File: config.mk
export PLATFORM = sky130hd
export DESIGN_NAME = piece_queue_flat
export DESIGN_NICKNAME = d
export VERILOG_FILES = /design/src/rtl/piece_queue_if.sv /design/src/rtl/piece_queue.sv /design/src/flat_wrapper.sv
export SDC_FILE = /design/constraint.sdc
export NUM_CORES = 1
export LEC_CHECK = 0
export BUFFER_PORTS_ARGS = -buffer_cell sky130_fd_sc_hd__buf_2
export CORE_MARGIN = 5
export CORE_UTILIZATION = 25
export CTS_CLUSTER_SIZE = 30
export DETAILED_ROUTE_END_ITERATION = 12
export GPL_ROUTABILITY_DRIVEN = 0
export PLACE_DENSITY = 0.44
export SYNTH_ARGS = -nofsm -noshare
export SYNTH_HDL_FRONTEND = slang
export SYNTH_SLANG_ARGS = --single-unit
export TNS_END_PERCENT = 10
File: constraint.sdc
create_clock -name clk -period 5.1 [get_ports clk]
set_input_delay 1.02 -clock clk [delete_from_list [all_inputs] [get_ports clk]]
set_output_delay 1.02 -clock clk [all_outputs]
set_load 0.005 [all_outputs]
File: src/rtl/piece_queue_if.sv
// ---------------------------------------------------------------------------
// piece_queue_if
//   Bundles the piece queue's data-path signals so the game FSM, the preview
//   renderer and the queue itself share one connection.
//
//   Signals
//     random_in   [2:0]         randomizer code sampled by the queue (1..7 legal)
//     pop                       consume the head piece
//     piece_out   [2:0]         head piece ID, 0 when empty
//     piece_valid               head entry holds a piece
//     preview     [3*DEPTH-1:0] entry i at [3i+2:3i], i=0 is the head
//     count       [2:0]         number of valid entries
//     full                      count == DEPTH
//
//   Modports
//     master : game side, drives random_in/pop and observes the queue
//     slave  : the queue itself
// ---------------------------------------------------------------------------
interface piece_queue_if #(
    parameter int DEPTH = 3
) ();
    logic [2:0]         random_in;
    logic               pop;
    logic [2:0]         piece_out;
    logic               piece_valid;
    logic [3*DEPTH-1:0] preview;
    logic [2:0]         count;
    logic               full;

    modport master (
        output random_in, pop,
        input  piece_out, piece_valid, preview, count, full
    );

    modport slave (
        input  random_in, pop,
        output piece_out, piece_valid, preview, count, full
    );
endinterface

File: src/rtl/piece_queue.sv
// ---------------------------------------------------------------------------
// piece_queue
//   Turns the free-running 1..7 randomizer into an ordered queue of upcoming
//   tetromino IDs. Samples are spaced at least FILL_GAP cycles apart and a
//   sample is rejected if it is an invalid code or repeats the last accepted
//   piece, so the sequence does not simply track the randomizer's cycle.
//
//   Parameters
//     DEPTH     queue entries including the head (2..6)
//     FILL_GAP  minimum cycles between accepted samples (not a multiple of 7)
//
//   Ports
//     clk  system clock
//     rst  synchronous active-high reset
//     q    piece_queue_if.slave (random_in, pop in; piece_out, piece_valid,
//          preview, count, full out; all outputs registered)
//
//   Build option
//     PIECE_QUEUE_BAG7_EN  when defined, 7-bag mode: a used-piece mask replaces
//                          the repeat-of-last rule, so every bag of 7 accepted
//                          pieces is a permutation of 1..7.
// ---------------------------------------------------------------------------
module piece_queue #(
    parameter int DEPTH    = 3,
    parameter int FILL_GAP = 13
) (
    input  logic          clk,
    input  logic          rst,
    piece_queue_if.slave  q
);
    typedef enum logic {
        FILL,
        READY
    } state_t;

    localparam int             GW         = (FILL_GAP > 2) ? $clog2(FILL_GAP) : 1;
    localparam logic [GW-1:0]  GAP_RELOAD = GW'(FILL_GAP - 1);
    localparam logic [2:0]     DEPTH_C    = 3'(DEPTH);

    state_t        state_q, state_d;
    logic [2:0]    slot_q [DEPTH];
    logic [2:0]    slot_d [DEPTH];
    logic [2:0]    count_q, count_d;
    logic          valid_q, full_q;
    logic [GW-1:0] gap_q, gap_d;
    logic [2:0]    wr_idx;
    logic          pop_ok, eligible, code_ok, fresh, accept;

`ifdef PIECE_QUEUE_BAG7_EN
    logic [6:0] used_q, used_d, used_set;
    logic [7:0] used_ext;
`else
    logic [2:0] last_q, last_d;
`endif

    // A sample is taken whenever there is room (FILL) or room is being made
    // by a pop; either way only once the spacing counter has run out.
    assign pop_ok   = q.pop && valid_q;
    assign eligible = (gap_q == '0) && ((state_q == FILL) || pop_ok);
    assign code_ok  = (q.random_in != 3'd0);

`ifdef PIECE_QUEUE_BAG7_EN
    // Bit 0 is a dummy for code 0 so the code indexes the mask directly.
    assign used_ext = {used_q, 1'b0};
    assign fresh    = !used_ext[q.random_in];
`else
    assign fresh    = (q.random_in != last_q);
`endif

    assign accept = eligible && code_ok && fresh;

    // NOTE: every signal written here gets a default first; a path that
    // leaves one unassigned would infer a latch.
    always_comb begin
        slot_d  = slot_q;
        count_d = count_q;
        gap_d   = gap_q;
        state_d = state_q;
        wr_idx  = pop_ok ? (count_q - 3'd1) : count_q;

        if (pop_ok) begin
            for (int i = 0; i < DEPTH - 1; i++) begin
                slot_d[i] = slot_q[i + 1];
            end
            slot_d[DEPTH-1] = '0;
        end

        // The write index already accounts for the shift, so a pop and an
        // accept in the same cycle leave the new piece at the new tail.
        if (accept) begin
            for (int i = 0; i < DEPTH; i++) begin
                if (3'(i) == wr_idx) slot_d[i] = q.random_in;
            end
        end

        if (accept && !pop_ok)      count_d = count_q + 3'd1;
        else if (!accept && pop_ok) count_d = count_q - 3'd1;

        if (accept)              gap_d = GAP_RELOAD;
        else if (gap_q != '0)    gap_d = gap_q - GW'(1);

        unique case (state_q)
            FILL:    if (accept && count_d == DEPTH_C) state_d = READY;
            READY:   if (pop_ok && !accept)            state_d = FILL;
            default: state_d = FILL;
        endcase
    end

`ifdef PIECE_QUEUE_BAG7_EN
    // Completing a bag clears the mask in the same cycle the last piece of
    // the bag is accepted, so the next accept starts a fresh bag.
    always_comb begin
        used_set = used_q | (7'd1 << (q.random_in - 3'd1));
        used_d   = used_q;
        if (accept) used_d = (used_set == 7'h7F) ? 7'h00 : used_set;
    end
`else
    always_comb begin
        last_d = last_q;
        if (accept) last_d = q.random_in;
    end
`endif

    // NOTE: sequential state uses non-blocking assignments so every register
    // samples pre-edge values regardless of statement order.
    always_ff @(posedge clk) begin
        if (rst) begin
            state_q <= FILL;
            count_q <= '0;
            valid_q <= 1'b0;
            full_q  <= 1'b0;
            gap_q   <= '0;
            // NOTE: the slot array is reset, not just invalidated by count,
            // because empty slots must read 0 on the preview outputs.
            for (int i = 0; i < DEPTH; i++) slot_q[i] <= '0;
`ifdef PIECE_QUEUE_BAG7_EN
            used_q  <= '0;
`else
            last_q  <= '0;
`endif
        end else begin
            state_q <= state_d;
            count_q <= count_d;
            valid_q <= (count_d != 3'd0);
            full_q  <= (count_d == DEPTH_C);
            gap_q   <= gap_d;
            for (int i = 0; i < DEPTH; i++) slot_q[i] <= slot_d[i];
`ifdef PIECE_QUEUE_BAG7_EN
            used_q  <= used_d;
`else
            last_q  <= last_d;
`endif
        end
    end

    assign q.piece_out   = slot_q[0];
    assign q.piece_valid = valid_q;
    assign q.count       = count_q;
    assign q.full        = full_q;

    for (genvar g = 0; g < DEPTH; g++) begin : g_preview
        assign q.preview[3*g +: 3] = slot_q[g];
    end
endmodule

File: src/flat_wrapper.sv
// flat-port wrapper written by rule: the top's interface ports become plain ports
module piece_queue_flat 
#(
    parameter int DEPTH    = 3,
    parameter int FILL_GAP = 13
)
  (clk, rst, q_random_in, q_pop, q_piece_out, q_piece_valid, q_preview, q_count, q_full);
  piece_queue_if #(.DEPTH(DEPTH)) q_i ();
  input  logic clk;
  input  logic rst;
  input wire logic [$bits(q_i.random_in)-1:0] q_random_in;
  input wire logic [$bits(q_i.pop)-1:0] q_pop;
  output wire logic [$bits(q_i.piece_out)-1:0] q_piece_out;
  output wire logic [$bits(q_i.piece_valid)-1:0] q_piece_valid;
  output wire logic [$bits(q_i.preview)-1:0] q_preview;
  output wire logic [$bits(q_i.count)-1:0] q_count;
  output wire logic [$bits(q_i.full)-1:0] q_full;
  assign q_i.random_in = q_random_in;
  assign q_i.pop = q_pop;
  assign q_piece_out = q_i.piece_out;
  assign q_piece_valid = q_i.piece_valid;
  assign q_preview = q_i.preview;
  assign q_count = q_i.count;
  assign q_full = q_i.full;
  piece_queue #(.DEPTH(DEPTH), .FILL_GAP(FILL_GAP)) u_core (.clk(clk), .rst(rst), .q(q_i));
endmodule
After elaboration in Yosys (flattened, before gate mapping)
Index checks and enable logic that the tools add are counted.
Storage, ports and cells
  flip-flop bits (word level): 22
  bits of input ports: 6
  output and inout bits: 17
  word-level logic and storage cells: 48
Operators by class
  add/sub/neg operators: 3
  eq/ne operators: 4
  muxes and demuxes: 13
  bitwise logic cells: 1
  reduce and logical (&&, ||, !) cells: 17
Operator list (number)
  $mux W3: 6
  $mux W9: 2
  $mux W4: 2
  $logic_and A1 B1 Y1: 7
  $reduce_bool A3 Y1: 2
  $logic_not A4 Y1: 1
  $reduce_bool A4 Y1: 1
  $sub A4 B1 Y4 const B: 1
  $add A3 B1 Y3 const B: 1
  $eq A1 B3 Y1 const A: 1
  $eq A2 B3 Y1 const A: 1
  $eq A3 B2 Y1 const B: 1
  $logic_not A3 Y1: 1
  $ne A3 B3 Y1: 1
  $sub A3 B1 Y3 const B: 1
  $logic_not A1 Y1: 2
  $mux W1: 2
  $pmux W1 S2: 1
  $reduce_bool A2 Y1: 1
  $reduce_or A2 Y1: 1
  $logic_or A1 B1 Y1: 1
  $not A1 Y1: 1

Depth between registers and ports, before layout
Gate-level depths: netlist of the first run.
  depth in word-level cells: 13
  depth in mapped cells: 10
  gate-level depth less buffers: 8

Least setup slack after synthesis of the first run
OpenSTA, ideal clock, no wires.
  path type: in2reg
  start: in q_pop
  end: reg u_core.slot_q (netlist bit u_core.q.piece_out[0])
  setup time: 0.136 ns
  data arrival time: 2.222 ns
  required time: 4.964 ns
  setup slack: 2.742 ns
  cell stages on the path: 7
  buffers on the path: 1
  path through: buf_2 > nand2_2 > mux2_2 > nand4_4 > nor2_2 > a211oi_1 > nor3_2
Between the ends
  word-level cells in the longest chain between the ends: 6
  elaborated cells between the ends (all ways): 10
  those cells by class: mux: 4; reduce/logical: 6
RTL lines
  start, declared: RTL line flat_wrapper.sv:12  | input wire logic [$bits(q_i.pop)-1:0] q_pop;
  $logic_and A1 B1 Y1 (*): RTL line piece_queue.sv:58  | assign pop_ok = q.pop && valid_q;
  parallel branches: the longest is 4 deep, another holds $mux W3
  $mux W9 (*): RTL line piece_queue.sv:90  | if (accept) begin
  end, declared: RTL line piece_queue.sv:41  | logic [2:0] slot_q [DEPTH];
Every way passes the cells marked *.
A chain may end at the register's enable or synchronous reset.

Worst setup path after layout of the first run
  start: in q_pop
  end: reg u_core.slot_q (netlist bit u_core.q.preview[8])
Between the ends
  word-level cells in the longest chain between the ends: 6
  elaborated cells between the ends (all ways): 10
  those cells by class: eq/ne: 1; mux: 4; reduce/logical: 5
RTL lines (RTL line)
  $logic_and A1 B1 Y1 (*): piece_queue.sv:58
  parallel branches: the longest is 4 deep, another holds $mux W3
  $mux W9 (*): piece_queue.sv:90
Marked as above.

==> impl_results.md, run 1 <==
- Hold path cells: 2
- Worst setup EP type: register
- Highest metal used: met4
- Total GRT Usage: 0.0958
- Slew @ Worst Pin: around 550 ps
- DRC Markers: 0
- Min-delay src: u_core.last_q[0]
- Die width: 81.1 um
- Yosys warns: 0
- H-tree depth: 1
- Pwr per Cell Area: roughly 600 mW/mm2
- Critical path class: in -> reg
- CTS Buf Count: 3
- Post-CTS sizing: 0
- Post-DP HPWL: 2300 um
- Ys async rst share: 0
- R2r setup slk: between 2000 and 3000 ps
- Post-synth EDFFs: 0
- Routed wire length: between 2000 and 3000 um
- Final ANT Viol Nets: 0
- DR WL met2: approximately 1400 um
- Drt initial violations: 47
- Via count: a little over 1000
- Drt wl/cell: about 14 um
- Global-route wire length before repair: 4850 um
- Post-synthesis sequential area ratio: 0.349
- Total power: 0.000888 W
- Crit path DAT: 2610 ps
- CP startpoint kind: input pin
- Slew HR: 0.631
- Final setup TNS: 0 ps
- FMAX: 404 MHz
- Status: complete, no violations
- DIE HEIGHT: 81.1 um
- Fillers: just over 500
- Static leakage: 0.613 nW
- Max_cap viols: 0
- Place WS: between 2000 and 2500 ps
- Initial antenna violation count: 0
- WL met3: around 160 um
- DIE AREA: about 0.0066 mm2
- Clock latency on the worst-skew pair: approximately 270 ps
- Share of layout cells above drive strength 1: 0.318
- Synth Instances: around 140
- Number of synthesized register bits: 22
- Worst Skew: roughly 8.1 ps
- Placed Cells: around 210
- CTS Hold Bufs: 0
- Peak VDD IR: 0.150 mV
- RSZ-0062 raised after global routing: no
- Core Area: 0.00482 mm2
- Reg2Reg Depth: 8
- Clock sinks: 22
- Avg Vias per Cell: 4.73
- CP required: roughly 5200 ps
- Post-synthesis cell type count: 43
- Clk root buf: clkbuf_8
- # rows: 25
- CTS tree: done
- Routed metal-1 wire length: about 1400 um
- Starting Density: 0.262
- Grt ovf: 0
- Synth Cell Area: around 0.0013 mm2
- Ys flop type: dfxtp_1
- CTS max path bufs: 2
- Hold EP: u_core.last_q[0]
- CTS clk-pin slew, worst paths: approximately 80 ps
- Final min period: roughly 2500 ps
- Hold crit path type: reg -> reg
- Final non-filler cell total: 218
- Crit Path Max Fanout: 17
- Final-report hold violation count: 0
- Reg2reg start: u_core.gap_q[0]
- Ant. Diodes: 0
- Final setup fails: 0
- I/O pin count: 23
- PnR worst setup slack: approximately 2600 ps
- End of the worst register-to-register path: u_core.q.preview[8]
- Post-CTS Repair Setup Buffers: 0
- Final Hold Slack: around 470 ps
- Pre-antenna DRT Iters: 4
- Syn_area_per_cell: between 9 and 10 um2
- Period utilisation layout: 0.486
- IO Port Bufs: 22
- Vias in the first global route: 1010
- Layout net count: 161
- Final slew viol count: 0
- Area Growth Syn to Fin: 14.8%
- Largest net degree at the start of global routing: 22
- Syn Nets: ~140
==> power by group <==
part	switching [W]	internal (W)	total [W]
clock	0.0000587	0.0000689	0.000128
sequential	0.0000522	0.000225	0.000278
combinational	0.000281	0.000202	0.000483
==> state kept, by name (all words and copies together) (netlist names) <==
register and flops:
u_core.q.preview 6, u_core.q.count 3, u_core.last_q 3, u_core.q.piece_valid 1, u_core.q.full 1, u_core.state_q 1, u_core.gap_q 4, u_core.q.piece_out 3
==> cell usage in the layout, fill, tap and decap left out, types with 2 or more instances in the layout <==
cell,count
a211oi_1,6
a21oi_1,10
and2_1,2
and3_1,8
buf_2,22
clkbuf_8,4
dfxtp_1,22
ha_1,3
inv_1,6
mux2_2,2
nand2_1,5
nand2_2,2
nand3_1,5
nand4_1,3
nor2_1,7
nor2_2,2
nor3_1,8
nor3_2,7
xnor2_1,5
xnor2_2,2
==> how the worst max path moves through the flow <==
stage / from / endpoint / slack [ps] / cells after the start
CTS: q_pop / u_core.q.preview[6] / 2620 / 7
global route: q_pop / u_core.q.preview[8] / 2470 / 7
global placement: q_pop / u_core.q.preview[8] / 2350 / 7
finish: q_pop / u_core.q.preview[8] / 2620 / 7
floorplan: q_pop / u_core.q.piece_out[0] / 2740 / 7
detailed placement: q_pop / u_core.q.preview[6] / 2340 / 7
==> cells by family after synthesis <==
kind of cell,synth area share
xor gates and xnor gates,0.0803
and+or+nand+nor,0.279
DFF,0.349
muxes,0.0258
buffers and inverters,0.0674
adders and majority gates,0.0297
AOI/OAI and AO/OA,0.168
==> routing by layer <==
metal / vias to the layer above / track usage
met1: 486 / 0.118
li1: 511 / -
met2: 28 / 0.157
met4: 0 / 0.0422
met5: - / 0
met3: 6 / 0.0244
==> cell usage after synthesis (2+ instances only) <==
cell / instances / area, um2
dfxtp_1: 22 / 440
a21oi_1: 10 / 50.1
and3_1: 8 / 50.1
nor3_1: 8 / 40.0
nor2_1: 7 / 26.3
nor3_2: 7 / 70.1
a211oi_1: 6 / 45.0
inv_1: 6 / 22.5
nand2_1: 5 / 18.8
nand3_1: 5 / 25.0
xnor2_1: 5 / 43.8
buf_4: 4 / 30.0
clkbuf_1: 3 / 11.3
ha_1: 3 / 37.5
nand4_1: 3 / 18.8
and2_1: 2 / 12.5
mux2_2: 2 / 22.5
nand2_2: 2 / 12.5
nor2_2: 2 / 12.5
xnor2_2: 2 / 32.5
==> worst max-delay path, stage by stage <==
cell	delay, ps
buf_2	170
nand2_2	270
a211oi_4	460
and2_1	360
nand3_2	130
nand3_1	110
a21oi_1	80
==> cell type report <==
cell class	instances	area, um2	share of cell area
inverters	6	22.5	0.0155
clock buffers	4	55.1	0.0380
flip-flops and latches	22	440	0.304
well taps	67	83.8	0.0579
repair buffers	22	110	0.0760
multi-input cells	97	737	0.509
==> stage by stage <==
stage / instance area (um2) / utilization
after CTS: 1450 / 0.301
after global routing: 1450 / 0.301
final: 1450 / 0.301
after detailed placement: 1390 / 0.289
after global placement: 1390 / 0.289
after floorplan: 1260 / -
Power figures use the tool's default switching activity.
==> run 2: changes to the inputs <==
==> constraint.sdc (replaced) <==
create_clock -name clk -period 2.29 [get_ports clk]
set_input_delay 0.458 -clock clk [delete_from_list [all_inputs] [get_ports clk]]
set_output_delay 0.458 -clock clk [all_outputs]
set_load 0.005 [all_outputs]
==> impl_results.md, run 2 (synthesis gave the netlist of run 1 again) <==
- IO Port Bufs: 22 (unchanged)
- DR WL met2: 1380 um (+0.29%)
- Reg2Reg Depth: 8 (unchanged)
- DRC Markers: 0 (unchanged)
- CP startpoint kind: register
- # rows: 25 (unchanged)
- Clock sinks: 22 (unchanged)
- Final slew viol count: 0 (unchanged)
- Hold path cells: 2 (unchanged)
- Clock latency on the worst-skew pair: 260 ps (about the same)
- Fillers: 517 (unchanged)
- FMAX: between 400 and 500 MHz
- Initial antenna violation count: 0 (unchanged)
- Static leakage: 0.652 nW (+6.5%)
- Avg Vias per Cell: 4.69 (-0.76%)
- R2r setup slk: 200 ps (-2650 ps)
- Clock power frac: 0.164 (+0.020)
- Starting Density: 0.262 (unchanged)
- Core Area: 0.00482 mm2 (unchanged)
- Final setup fails: 0 (unchanged)
- Largest net degree at the start of global routing: 22 (unchanged)
- Drt wl/cell: 13.3 um (-2.2%)
- Routed wire length: 2980 um (+0.95%)
- End of the worst register-to-register path: u_core.q.preview[7]
- Hold EP: u_core.last_q[0]
- Cell Int Power: 0.00128 W (+160%)
- Sw frac: 0.408 (-0.0332)
- CP cell instances: inv_1 -> ha_1 -> or3b_4 -> a211oi_4 -> and2_2 -> nand3_2 -> nand3_1 -> a21oi_1
- Critical path class: reg -> reg
- PnR worst setup slack: 200 ps (-2420 ps)
- Drt initial violations: 26 (-45%)
- Total GRT Usage: 0.0964 (+0.000552)
- RSZ-0062 raised after global routing: no
- CTS Buf Count: 3 (unchanged)
- CTS clk-pin slew, worst paths: 80 ps (about the same)
- DIE AREA: 0.00657 mm2 (unchanged)
- Die width: 81.1 um (unchanged)
- Peak VDD IR: 0.523 mV (+250%)
- Area Growth Syn to Fin: 20.5%
- Logic pwr share: 0.556 (+0.012)
- Vias in the first global route: 1032 (+2.2%)
- Routed metal-1 wire length: 1440 um (+6.0%)
- Worst Skew: 5.35 ps (-2.74 ps)
- Final ANT Viol Nets: 0 (unchanged)
- Worst setup EP type: register
- Min-delay src: u_core.last_q[0]
- Final min period: around 2100 ps
- Slew HR: 0.696 (+0.0650)
- CTS tree: done
- Max_cap viols: 0 (unchanged)
- I/O pin count: 23 (unchanged)
- CP required: 2420 ps (-2810 ps)
- Layout net count: 168 (+4.3%)
- Crit path DAT: 2220 ps (-390 ps)
- Period utilisation layout: 0.913
- Grt ovf: 0 (unchanged)
- Place WS: 71.1 ps (-2270 ps)
- Post-DP HPWL: 2380 um (+3.4%)
- Clk root buf: clkbuf_8
- Largest register FFs: 6 (unchanged)
- H-tree depth: 1 (unchanged)
- Share of layout cells above drive strength 1: 0.361 (+0.0429)
- Global-route wire length before repair: 4990 um (+2.8%)
- Crit Path Max Fanout: 8 (-9)
- Pwr per Cell Area: 1420 mW/mm2 (+130%)
- Slew @ Worst Pin: 453 ps (-95.8 ps)
- Via count: 1056 (+2.4%)
- Final-report hold violation count: 0 (unchanged)
- Reg2reg start: u_core.gap_q[0]
- WL met3: 151 um (-7.4%)
- P_sw: 0.000880 W (+120%)
- Slowest library cell on the worst path: or3b_4
- CTS max path bufs: 2 (unchanged)
- Status: complete, no violations
- Highest metal used: met4
- Sequential power share: 0.280 (-0.033)
- Pre-antenna DRT Iters: 4 (unchanged)
- Ant. Diodes: 0 (unchanged)
- DIE HEIGHT: 81.1 um (unchanged)
- Commonest non-fill, non-tap cells in the layout: buf_2, dfxtp_1, a21oi_1
- Hold crit path type: reg -> reg
- Final setup TNS: 0 ps (unchanged)
- Slowest cell delay on critical path: 460 ps (about the same)
==> run 2: cell count changes in the layout (fill, tap and decap cells not counted), sizes merged <==
cell    before  now
clkbuf       4    3
bufinv       0    1
buf         22   29
==> run 2: what timing repair did <==
item                                    in CTS  in global routing
gates resized for setup                      0                  2
hold endpoints to repair                     0                  0
endpoints found under the setup margin       0                  5
hold buffers                                 0                  0
setup buffers                                0                  1
==> run 2: worst max path at each step <==
stage	slack, ps	start	cells after the start	to
5_1_grt	50	u_core.gap_q[0]	8	u_core.q.preview[7]
3_5_place_dp	70	u_core.gap_q[0]	8	u_core.q.preview[7]
2_1_floorplan	340	u_core.gap_q[0]	10	u_core.q.preview[6]
6_report	200	u_core.gap_q[0]	8	u_core.q.preview[7]
3_3_place_gp	180	u_core.gap_q[0]	8	u_core.q.preview[6]
4_1_cts	40	u_core.gap_q[0]	8	u_core.q.preview[7]
==> run 2: layer usage <==
| layer | up-vias | track usage |
|---|---|---|
| met2 | 25 | 0.158 |
| li1 | 534 | - |
| met5 | - | 0 |
| met1 | 495 | 0.129 |
| met4 | 0 | 0.0169 |
| met3 | 2 | 0.0244 |
==> run 2: final cells by class <==
class / instances / area [um2] / share of cell area
timing repair buffer: 29 / 163 / 0.107
multi-input combinational: 97 / 741 / 0.487
tap: 67 / 83.8 / 0.0551
sequential: 22 / 440 / 0.289
inverter: 6 / 22.5 / 0.0148
clock inverter: 1 / 30.0 / 0.0197
clock buffer: 3 / 41.3 / 0.0271
==> run 2: power groups by stage <==
stage          Clock, W  Combinational (W)  Sequential [W]
6_report       0.000354            0.00120        0.000602
5_1_grt        0.000383            0.00133        0.000621
4_1_cts        0.000368            0.00118        0.000601
3_5_place_dp          0            0.00117        0.000610
3_3_place_gp          0            0.00116        0.000604
2_1_floorplan         0           0.000902        0.000597
==> run 2: per-stage QoR <==
step / hold WS [ps] / power [W] / cell area [um2] / instances / util
2_1_floorplan: 449 / 0.00150 / 1260 / 135 / -
3_3_place_gp: 461 / 0.00177 / 1440 / 220 / 0.299
3_5_place_dp: 473 / 0.00178 / 1440 / 220 / 0.299
4_1_cts: 485 / 0.00215 / 1510 / 224 / 0.314
5_1_grt: 507 / 0.00234 / 1520 / 225 / 0.316
6_report: 480 / 0.00215 / 1520 / 225 / 0.316
==> run 2: critical path, delay by kind of cell (launching register included) <==
kind / cells / cell delay, ps
flops: 1 / 330
fa+ha+maj: 1 / 200
simple gates: 4 / 970
buf+inv: 1 / 60
compound gates: 2 / 400
==> run 3: changes to the inputs <==
--- a/config.mk
+++ b/config.mk
@@ -7,11 +7,11 @@
 export LEC_CHECK = 0
 export BUFFER_PORTS_ARGS = -buffer_cell sky130_fd_sc_hd__buf_2
 export CORE_MARGIN = 5
-export CORE_UTILIZATION = 25
+export CORE_UTILIZATION = 38
 export CTS_CLUSTER_SIZE = 30
 export DETAILED_ROUTE_END_ITERATION = 12
 export GPL_ROUTABILITY_DRIVEN = 0
-export PLACE_DENSITY = 0.44
+export PLACE_DENSITY = 0.6
 export SYNTH_ARGS = -nofsm -noshare
 export SYNTH_HDL_FRONTEND = slang
 export SYNTH_SLANG_ARGS = --single-unit
==> impl_results.md, run 3 (synthesis gave the netlist of run 1 again) <==
- Status: complete, no violations
- Crit path DAT: 2260 ps (+40 ps)
- Slew HR: 0.661 (-0.0358)
- Slew @ Worst Pin: 505 ps (+52.3 ps)
- Pwr per Cell Area: 1360 mW/mm2 (-4.2%)
- Largest register FFs: 6 (unchanged)
- Design area: 0.00142 mm2 (-6.5%)
- Clk root buf: clkbuf_4
- Sequential cell area: 440 um2 (unchanged)
- Final ANT Viol Nets: 0 (unchanged)
- Final core utilization: 0.433 (+0.117)
- Critical path class: reg -> reg
- I/O pin count: 23 (unchanged)
- CTS max path bufs: 2 (unchanged)
- # rows: 21 (-16%)
- Drt wl/cell: 14.2 um (+7.0%)
- Placed Area: 0.00140 mm2 (-2.9%)
- Area Growth Syn to Fin: 12.7%
- Static leakage: 0.616 nW (-5.6%)
- DIE HEIGHT: 67.6 um (-17%)
- Placed Cells: 197 (-10%)
- Period utilisation layout: 0.904 (-0.00881)
- Final min period: 2070 ps (-20.2 ps)
- Die width: 67.6 um (-17%)
- Starting Density: 0.384 (+0.122)
- Share of layout cells above drive strength 1: 0.338 (-0.0231)
- Final-report hold violation count: 0 (unchanged)
- CTS clk-pin slew, worst paths: 120 ps (+40 ps)
- H-tree depth: 1 (unchanged)
- RSZ-0062 raised after global routing: no
- Total GRT Usage: 0.133 (+0.0367)
- Hold path cells: 3 (+1)
- DRC Markers: 0 (unchanged)
- Commonest non-fill, non-tap cells in the layout: buf_2, dfxtp_1, a21oi_1
- Drt initial violations: 75 (+190%)
- Worst setup path start: u_core.gap_q[0]
- Post-CTS Repair Setup Buffers: 0 (unchanged)
- Post-DP HPWL: 2220 um (-6.6%)
- Final non-filler cell total: 200 (-11%)
- FMAX: 483 MHz (+0.98%)
- Pre-antenna DRT Iters: 5 (+1)
- CP startpoint kind: register
- Fillers: 341 (-34%)
- Global-route wire length before repair: 4570 um (-8.3%)
- Layout net count: 165 (-1.8%)
- Hold crit path type: in -> reg
- Largest net degree at the start of global routing: 22 (unchanged)
- Routed wire length: 2840 um (-4.9%)
- Clock sinks: 22 (unchanged)
- Via count: 1051 (-0.47%)
- Area of the multi-input gates: 739 um2 (-0.17%)
- Grt ovf: 0 (unchanged)
- Reg2reg start: u_core.gap_q[0]
- Final slew viol count: 0 (unchanged)
- Vias in the first global route: 988 (-4.3%)
- Worst Skew: 3.47 ps (-1.87 ps)
- CTS Buf Count: 3 (unchanged)
- Max_cap viols: 0 (unchanged)
- Crit Path Max Fanout: 8 (unchanged)
- Clock latency on the worst-skew pair: 300 ps (+40 ps)
- Final setup TNS: 0 ps (unchanged)
- CTS tree: done
- DIE AREA: 0.00458 mm2 (-30%)
- Worst setup EP type: register
- Min-delay src: q_random_in[2]
- CTS Hold Bufs: 0 (unchanged)
- Core Area: 0.00328 mm2 (-32%)
- Reg2Reg Depth: 8 (unchanged)
- Initial antenna violation count: 0 (unchanged)
- Avg Vias per Cell: 5.26 (+12%)
- CP required: 2480 ps (+60 ps)
- Ant. Diodes: 0 (unchanged)
- Final setup fails: 0 (unchanged)
- Peak VDD IR: 0.619 mV (+19%)
- IO Port Bufs: 22 (unchanged)
run 3: changes by cell type in the layout (fill, tap and decap cells not counted), sizes merged:
| cell | before | now |
|---|---|---|
| buf | 29 | 26 |
| bufinv | 1 | 0 |
run 3: final timing paths:
| path | endpoint | slack [ps] |
|---|---|---|
| min | u_core.last_q[2] | 460 |
| max | u_core.q.preview[6] | 220 |
| max reg2reg | u_core.q.preview[6] | 220 |
| min reg2reg | u_core.last_q[0] | 480 |
run 3: metal layers:
layer / vias to the layer above / wire length (um) / track usage
li1: 525 / - / -
met1: 490 / 1240 / 0.161
met2: 32 / 1440 / 0.238
met3: 4 / 138 / 0.0300
met4: 0 / 19 / 0.0278
met5: - / 0 / 0
run 3: cell type report:
type                    instances  area share
clock buffers                   3      0.0158
inverters                       6      0.0158
multi-input cells              97       0.520
flip-flops and latches         22       0.310
well taps                      46      0.0405
repair buffers                 26      0.0985
run 3: timing repair:
item,4_1_cts,5_1_grt
setup endpoints to repair,0,11
gates resized for setup,0,1
hold endpoints to repair,0,0
run 3: metrics by stage:
stage	power [W]	hold WS, ps	setup slack (ps)
final	0.00193	461	220
after CTS	0.00193	449	123
after global placement	0.00172	458	214
after floorplan	0.00150	449	338
after detailed placement	0.00174	463	150
after global routing	0.00209	450	38.0
run 3: power breakdown:
group          total (W)  internal [W]  switching, W
logic            0.00115      0.000501      0.000646
clock network   0.000178     0.0000613      0.000117
registers       0.000604      0.000501      0.000102
run 3: critical path, cell delays in order (launching register included):
cell      delay (ps)
dfxtp_1          350
inv_1             60
ha_1             200
or3b_4           460
a211oi_4         210
and2_1           360
nand3_2          130
nand3_1          110
a21oi_1           70
